[src/rtl/enigma_stream_driver.sv]
// enigma_stream_driver: host-side master for the enigma core load/encrypt port.
// One session loads rotorA, rotorB and plugboard tables and then streams code words
// through the core. Results return through a small credit-guarded FIFO.
// Handshake rule for tbl_*, txt_* and res_*: a transfer happens on the rising clk edge
// where valid and ready are both high; ready never waits for valid, and the source may
// change its payload freely once the transfer edge has passed.
module enigma_stream_driver #(
  parameter int ROT_LEN    = 64,
  parameter int PLUG_LEN   = 64,
  parameter int FIFO_DEPTH = 4,
  parameter int CORE_LAT   = 2
) (
  input  logic       clk,
  input  logic       srst_n,
  input  logic       start,
  input  logic       mode,
  input  logic       tbl_valid,
  input  logic [5:0] tbl_data,
  output logic       tbl_ready,
  input  logic       txt_valid,
  input  logic [5:0] txt_data,
  input  logic       txt_last,
  output logic       txt_ready,
  output logic       en_load,
  output logic       en_encrypt,
  output logic       en_crypt_mode,
  output logic [1:0] en_table_idx,
  output logic [5:0] en_code_in,
  input  logic [5:0] en_code_out,
  input  logic       en_code_valid,
  output logic       res_valid,
  output logic [5:0] res_data,
  output logic       res_last,
  input  logic       res_ready,
  output logic       busy,
  output logic       done,
  output logic       err,
  output logic [2:0] fsm_state
);

  localparam int LEN_MAX = (ROT_LEN > PLUG_LEN) ? ROT_LEN : PLUG_LEN;
  localparam int CNT_W   = (LEN_MAX > 1) ? $clog2(LEN_MAX) : 1;
  localparam int PTR_W   = $clog2(FIFO_DEPTH);
  localparam int INF_W   = $clog2(CORE_LAT + 2);

  typedef enum logic [2:0] {
    IDLE   = 3'd0,
    LOAD_A = 3'd1,
    LOAD_B = 3'd2,
    LOAD_P = 3'd3,
    RUN    = 3'd4,
    DRAIN  = 3'd5
  } state_t;

  state_t             state;
  state_t             state_nxt;
  logic [CNT_W-1:0]   entry_cnt;
  logic               entry_end;
  logic               mode_q;
  logic [INF_W-1:0]   inflight;
  logic               en_last;
  logic [CORE_LAT-1:0] last_sr;
  logic [6:0]         fifo_mem [FIFO_DEPTH];
  logic [PTR_W:0]     wr_ptr;
  logic [PTR_W:0]     rd_ptr;
  logic [PTR_W:0]     fifo_count;
  logic [PTR_W:0]     free_slots;
  logic               fifo_empty;
  logic               fifo_full;
  logic               tbl_acc;
  logic               txt_acc;
  logic               cv_ok;
  logic               push;
  logic               pop;
  logic               overflow;
  logic [1:0]         load_idx;

  assign fsm_state  = state;
  assign busy       = (state != IDLE);
  assign tbl_ready  = (state == LOAD_A) || (state == LOAD_B) || (state == LOAD_P);
  assign fifo_count = wr_ptr - rd_ptr;
  assign free_slots = (PTR_W + 1)'(FIFO_DEPTH) - fifo_count;
  assign fifo_empty = (fifo_count == '0);
  assign fifo_full  = (fifo_count == (PTR_W + 1)'(FIFO_DEPTH));
  // A word is only admitted when a FIFO slot is already reserved for every word in the core.
  assign txt_ready  = (state == RUN) && (8'(free_slots) > 8'(inflight));
  assign tbl_acc    = tbl_valid && tbl_ready;
  assign txt_acc    = txt_valid && txt_ready;
  assign entry_end  = (state == LOAD_P) ? (entry_cnt == CNT_W'(PLUG_LEN - 1))
                                        : (entry_cnt == CNT_W'(ROT_LEN - 1));
  // Core results are only accepted for words actually in flight; strays are flagged and dropped.
  assign cv_ok      = en_code_valid && (inflight != '0);
  assign pop        = res_valid && res_ready;
  assign overflow   = cv_ok && fifo_full && !pop;
  assign push       = cv_ok && !overflow;
  assign res_valid  = !fifo_empty;
  assign res_data   = fifo_empty ? 6'd0 : fifo_mem[rd_ptr[PTR_W-1:0]][5:0];
  assign res_last   = fifo_empty ? 1'b0 : fifo_mem[rd_ptr[PTR_W-1:0]][6];

  // Next-state decode; done marks the cycle DRAIN hands back to IDLE.
  always_comb begin
    state_nxt = state;
    done      = 1'b0;
    load_idx  = 2'b00;
    case (state)
      IDLE:   if (start) state_nxt = LOAD_A;
      LOAD_A: if (tbl_acc && entry_end) state_nxt = LOAD_B;
      LOAD_B: begin
        load_idx = 2'b01;
        if (tbl_acc && entry_end) state_nxt = LOAD_P;
      end
      LOAD_P: begin
        load_idx = 2'b10;
        if (tbl_acc && entry_end) state_nxt = RUN;
      end
      RUN:    if (txt_acc && txt_last) state_nxt = DRAIN;
      DRAIN: begin
        if ((inflight == '0) && fifo_empty) begin
          state_nxt = IDLE;
          done      = 1'b1;
        end
      end
      default: state_nxt = IDLE;
    endcase
  end

  // State register.
  always_ff @(posedge clk) begin
    if (!srst_n) state <= IDLE;
    else         state <= state_nxt;
  end

  // Table entry counter restarts on every state change; session mode is latched on start.
  always_ff @(posedge clk) begin
    if (!srst_n) begin
      entry_cnt <= '0;
      mode_q    <= 1'b0;
    end else begin
      if (state != state_nxt) entry_cnt <= '0;
      else if (tbl_acc)       entry_cnt <= entry_cnt + CNT_W'(1);
      if ((state == IDLE) && start) mode_q <= mode;
    end
  end

  // Registered core port: each accepted symbol or word is presented for exactly one cycle.
  always_ff @(posedge clk) begin
    if (!srst_n) begin
      en_load       <= 1'b0;
      en_encrypt    <= 1'b0;
      en_crypt_mode <= 1'b0;
      en_table_idx  <= 2'b00;
      en_code_in    <= 6'd0;
      en_last       <= 1'b0;
    end else begin
      en_load       <= tbl_acc;
      en_encrypt    <= txt_acc;
      en_crypt_mode <= txt_acc ? mode_q : 1'b0;
      en_table_idx  <= tbl_acc ? load_idx : 2'b00;
      en_code_in    <= tbl_acc ? tbl_data : (txt_acc ? txt_data : 6'd0);
      en_last       <= txt_acc && txt_last;
    end
  end

  // Last-flag delay line matching the core latency, so it lines up with en_code_valid.
  always_ff @(posedge clk) begin
    if (!srst_n) begin
      last_sr <= '0;
    end else begin
      last_sr[0] <= en_last;
      for (int i = 1; i < CORE_LAT; i++) last_sr[i] <= last_sr[i-1];
    end
  end

  // Words in flight: counted from acceptance until the core hands the result back.
  always_ff @(posedge clk) begin
    if (!srst_n) begin
      inflight <= '0;
    end else begin
      case ({txt_acc, cv_ok})
        2'b10:   inflight <= inflight + INF_W'(1);
        2'b01:   inflight <= inflight - INF_W'(1);
        default: inflight <= inflight;
      endcase
    end
  end

  // Result FIFO pointers; pointers carry one extra wrap bit to tell full from empty.
  always_ff @(posedge clk) begin
    if (!srst_n) begin
      wr_ptr <= '0;
      rd_ptr <= '0;
    end else begin
      if (push) wr_ptr <= wr_ptr + (PTR_W + 1)'(1);
      if (pop)  rd_ptr <= rd_ptr + (PTR_W + 1)'(1);
    end
  end

  // Result FIFO storage; contents are don't-care while empty, so no reset is needed.
  always_ff @(posedge clk) begin
    if (push) fifo_mem[wr_ptr[PTR_W-1:0]] <= {last_sr[CORE_LAT-1], en_code_out};
  end

  // Sticky error: stray core result or an overflowing push.
  always_ff @(posedge clk) begin
    if (!srst_n) err <= 1'b0;
    else if ((en_code_valid && (inflight == '0)) || overflow) err <= 1'b1;
  end

endmodule

[config.mk]
export PLATFORM = sky130hd
export DESIGN_NAME = enigma_stream_driver
export DESIGN_NICKNAME = d
export VERILOG_FILES = /design/src/rtl/enigma_stream_driver.sv
export SDC_FILE = /design/constraint.sdc
export NUM_CORES = 1
export LEC_CHECK = 0
export CAP_MARGIN = 20
export CORE_ASPECT_RATIO = 2
export CORE_UTILIZATION = 51
export CTS_CLUSTER_DIAMETER = 120
export DETAILED_ROUTE_END_ITERATION = 12
export PLACE_DENSITY = 0.79
export SLEW_MARGIN = 15
export SYNTH_ARGS = -nofsm -noshare
export SYNTH_HDL_FRONTEND = slang
export SYNTH_SLANG_ARGS = --single-unit
export TNS_END_PERCENT = 1
[constraint.sdc]
create_clock -name clk -period 3.9 [get_ports clk]
set_clock_uncertainty 0.15 [all_clocks]
set_input_delay 0.39 -clock clk [delete_from_list [all_inputs] [get_ports clk]]
set_output_delay 0.39 -clock clk [all_outputs]
set_load 0.05 [all_outputs]
# --- After elaboration in Yosys (flattened, before gate mapping) ---
# Memory sizes are Yosys's and may differ from the RTL's. A register that Yosys moved wholly into a read port is not among the register bits.
# Cells that the tools add are included.
op_classes:
  n_eq_ne: 10
  mux: 19
  n_reduce_logical: 28
  addsub: 7
  n_bitwise: 1
  magnitude_cmp: 1
op_table:
  columns: ["op", "count"]
  rows:
  - ["3-bit two-way mux", 6]
  - ["6-bit two-way mux", 3]
  - ["3-bit one-hot mux with 6 select lines", 1]
  - ["1-bit logical AND", 13]
  - ["3-bit == test, second input constant", 3]
  - ["2-bit one-hot mux with 2 select lines", 2]
  - ["3-bit by 1-bit adder with 3-bit output, second input constant", 2]
  - ["6-bit by 1-bit adder with 6-bit output, second input constant", 1]
  - ["3-bit by 2-bit == test with 1-bit output, second input constant", 2]
  - ["6-bit == test, second input constant", 1]
  - ["3-bit logical NOT", 2]
  - ["1-bit two-way mux", 5]
  - ["2-bit two-way mux", 2]
  - ["2-bit AND reduction", 2]
  - ["2-bit nonzero test", 2]
  - ["3-bit by 1-bit == test with 1-bit output, second input constant", 1]
  - ["3-bit by 2-bit greater-than comparator with 1-bit output", 1]
  - ["1-bit logical NOT", 3]
  - ["1-bit logical OR", 3]
  - ["3-bit inequality test", 1]
  - ["3-bit nonzero test", 1]
  - ["3-bit subtractor", 1]
  - ["3-bit subtractor, first input constant", 1]
  - ["2-bit by 1-bit adder with 2-bit output, second input constant", 1]
  - ["other kinds (6)", 6]
totals:
  n_memories: 1
  input_bits: 27
  output_inout_bits: 27
  reg_bits: 33
  mem_bits_rw: 28
memory_table:
  columns: ["name", "words", "word_bits", "rd", "rd_clocked_by_memory_dff", "wr", "line", "rtl"]
  rows:
  - ["fifo_mem", 4, 7, 1, 1, 1, "63", "logic [6:0] fifo_mem [FIFO_DEPTH];"]

# --- Logic depth before layout (Yosys ltp) ---
logic_depth:
  depth_word: 10
  mapped_depth: 14
  depth_no_buf: 14

# --- Least setup slack after synthesis ---
# OpenSTA, ideal clock, no wires.
synth_timing:
  path_kind: "register -> output"
  from: "reg wr_ptr[0]"
  to: "out done"
  stages_incl_launch_ff: 12
  arrival_ps: 3260
  setup_slack_ps: 100
  path_buffers: 0
  path_cell_list: "dfxtp_1 -> inv_1 -> ha_1 -> inv_1 -> fa_1 -> xnor2_1 -> xor2_1 -> inv_1 -> ha_1 -> or3b_1 -> or2_1 -> nor3b_1"
synth_between:
  elab_chain_len: 5
synth_lines:
  columns: ["item", "line", "rtl"]
  rows:
  - ["start, declared", "64", "logic [PTR_W:0] wr_ptr;"]
  - ["start signal, assigned", "193", "if (push) wr_ptr <= wr_ptr + (PTR_W + 1)'(1);"]
  - ["3-bit subtractor", "81", "assign fifo_count = wr_ptr - rd_ptr;"]
  - ["3-bit logical NOT", "83", "assign fifo_empty = (fifo_count == '0);"]
  - ["1-bit logical AND", "118", "if ((inflight == '0) && fifo_empty) begin"]
  - ["1-bit two-way mux", "118", null]
  - ["1-bit two-way mux", "105", "case (state)"]
  - ["end, declared", "36", "output logic done,"]
# No other way between the ends.

# --- Final worst setup path ---
# Same ends and word-level chain as after synthesis.

==> metrics.md <==
| Metric | Value |
|---|---|
| Status | `finished clean` |
| Largest net degree at the start of global routing | `17` |
| Die height | `105 µm` |
| F_max | `0.276 GHz` |
| Crit path launch type | `register` |
| Slew Limit Fails | `0` |
| Asr flop ratio synth | `0%` |
| Setup TNS Final | `0 ns` |
| Vias in the first global route | `~1900` |
| Post CTS Setup Buffer Count | `0` |
| CTS tree | `done` |
| Fin crit share | `92.9%` |
| Die area | `between 5000 and 6000 µm²` |
| Placed Cells | `320` |
| Max-Cap Viols | `0` |
| Comb power frac | `31.5%` |
| Ys flop type | `dfxtp_1` |
| Post-place setup slack | `0.438 ns` |
| Worst Path Class, Setup | `register to output port` |
| Critical-path top delay cell | `fa_1` |
| Clk_lat worst skew | `between 0.3 and 0.4 ns` |
| Cells after Synth | `approximately 210` |
| Clock power share | `between 30% and 40%` |
| Final Util | `68.4%` |
| Syn Area/Cell | `12.6 µm²` |
| Setup violators final | `0` |
| Hold buffers post-CTS | `0` |
| Num rows | `37` |
| Core area | `between 5000 and 6000 µm²` |
| Vias per cell | `5.41` |
| Share of cells above drive strength 1 | `9.71%` |
| Gp weighted congestion | `0.793` |
| TritonCTS sink count | `between 60 and 70` |
| Most frequent cells in the layout | `44 x clkdlybuf4s50_1, 35 x dfxtp_1, 28 x edfxtp_1` |
| CTS HTree Levels | `3` |
| Non-Filler Instances | `roughly 340` |
| Pwr/cell area | `551 nW/µm²` |
| Hold Fails Final Rpt | `0` |
| # port buffers | `53` |
| Initial antenna violation count | `0` |
| Fin crit period | `3.62 ns` |
| Most common cell after layout, fill and taps aside | `clkdlybuf4s50_1` |
| I/O pins | `54` |
| RSZ-0062 raised after global routing | `false` |
| Total grt overflow | `0` |
| Seq pwr share | `approximately two fifths` |
| Layout area overhead | `29.6%` |
| Filler cell count | `384` |
| Internal Pwr Total | `0.00129 W` |
| Gr usage total | `21.6%` |
| Switching share of power | `32.7%` |
| Crit path cell chain | `inv_1, ha_1, inv_1, fa_1, inv_1, ha_1, ha_1, or3b_1, or2_1, nor3b_1, buf_4` |
| Yosys warns | `0` |
| Initial Util | `52.8%` |
| Die width | `53.3 µm` |
| Synth Register Bits | `63` |
| Static Leak | `~1.4 nW` |
| DRC | `0` |
| CTS Buf Count | `9` |
| Post-Syn Area | `2690 µm²` |
| First-pass GRT wire length | `8380 µm` |
| Clock transition at the registers of the reported paths | `0.06 ns` |
| Worst hold path type | `register to register` |
| Switch Pwr | `0.000626 W` |
| Nets | `314` |
| Distinct cells, synth | `44` |
| First drt pass iteration count | `6` |
| WL per Instance | `15.7 µm` |
| Peak supply drop | `0.398 mV` |
| Critical Path RT | `3.36 ns` |
| Slowest Stage Delay on Critical Path | `0.42 ns` |
| First DRT Iteration DRCs | `between 40 and 50` |
| Diode count | `0` |
| Syn Nets | `255` |
| Post-DRT Antenna Nets | `0` |
| Clock Path Buffers | `2` |
| Clock root buffer master | `clkbuf_8` |
| Final worst slack | `roughly 0.28 ns` |
| Register area share after synthesis | `57.4%` |
| Slew Limit Headroom | `59.8%` |
| Vias post-DR | `1818` |
| EDFF count, synth | `28` |
| CP arrival | `3.08 ns` |
| CP endpoint kind | `output port` |
| Worst-path fanout max | `4` |
| DP Wirelength | `4020 µm` |
| DRT Wirelength | `5280 µm` |
| Worst-Margin Slew | `0.597 ns` |
==> cells in the mapped netlist (2+ instances only) <==
cell | count | area share (%)
ha_1 | 13 | 6.1
clkbuf_1 | 2 | 0.28
nor2_1 | 15 | 2.1
mux4_2 | 7 | 5.9
inv_1 | 12 | 1.7
nor2b_1 | 3 | 0.70
a22o_1 | 6 | 2.0
nor3_1 | 7 | 1.3
nand2_1 | 8 | 1.1
nand2b_1 | 3 | 0.70
xor2_1 | 7 | 2.3
or3_1 | 2 | 0.47
a21oi_1 | 6 | 1.1
edfxtp_1 | 28 | 31
buf_6 | 2 | 0.84
nand4_1 | 2 | 0.47
and3_1 | 3 | 0.70
nor4_1 | 2 | 0.47
or3b_1 | 2 | 0.65
dfxtp_1 | 35 | 26
and2_1 | 15 | 3.5
mux2i_1 | 3 | 1.1
o21ai_0 | 2 | 0.37
nand3_1 | 3 | 0.56
xnor2_1 | 7 | 2.3
==> worst max-delay path: cells and delay by family (launching register included) <==
family | cells | cell delay (ns)
simple gates | 3 | 0.87
buf+inv | 4 | 0.48
flops | 1 | 0.40
fa+ha+maj | 4 | 1.00
==> cell families after synthesis <==
family | count (synthesis) | share of synthesized area, %
xor+xnor | 14 | 4.56
buf+inv | 19 | 3.26
fa+ha+maj | 14 | 6.80
simple gates | 70 | 14.3
mux | 10 | 6.99
flops | 63 | 57.4
compound gates | 24 | 6.75
==> sequential cells by signal, indices dropped and copies added (netlist names), 2 cells and up, named ones only <==
register,cells
fifo_mem,28
entry_cnt,6
en_table_idx,2
wr_ptr,3
en_code_in,6
fsm_state,3
inflight,2
last_sr,2
rd_ptr,3
==> layout make-up <==
type / count / area [µm²] / area share [%]
Clock inverter: 2 / 37.5 / 1.08
Inverter: 13 / 48.8 / 1.40
Timing Repair Buffer: 54 / 551 / 15.8
Clock buffer: 14 / 173 / 4.96
Sequential cell: 63 / 1540 / 44.3
Multi-Input combinational cell: 132 / 1060 / 30.4
Tap cell: 58 / 72.6 / 2.08
==> stage by stage <==
step                      instance area, µm²  power, W  hold slack (ns)
after CTS                               3460   0.00194            0.290
after global placement                  3250   0.00135            0.268
after detailed placement                3250   0.00136            0.275
after floorplan                         2690   0.00117            0.262
after global routing                    3480   0.00201            0.307
final                                   3480   0.00192            0.285
==> path summary, 6_finish.rpt <==
| kind | startpoint | end | slack, ns | cells after the start |
|---|---|---|---|---|
| worst max-delay path | wr_ptr[0] | done | 0.28 | 11 |
| worst min-delay path | last_sr[0] | last_sr[1] | 0.29 | 1 |
| worst max register to register | wr_ptr[0] | inflight[1] | 0.40 | 13 |
| worst min register to register | last_sr[0] | last_sr[1] | 0.29 | 1 |
==> what timing repair did <==
action,in CTS,in global routing
hold endpoints to repair,0,0
gates resized for setup,0,7
endpoints found under the setup margin,0,7
==> metal layers <==
metal  vias up  part of all wire, %  GRT usage, %
li1        882                    -             -
met1       880                   33          18.4
met2        42                   60          40.4
met3        14                  3.5          6.11
met4         0                  3.4          12.2
met5         -                    0             0
==> power groups by stage <==
stage                     registers [W]  clock network (W)  logic [W]
final                          0.000734           0.000579   0.000603
after global routing           0.000738           0.000618   0.000652
after CTS                      0.000736           0.000588   0.000616
after detailed placement       0.000750                  0   0.000613
after global placement         0.000748                  0   0.000602
after floorplan                0.000741                  0   0.000430
Note: power is estimated with default switching activity, not from simulation.
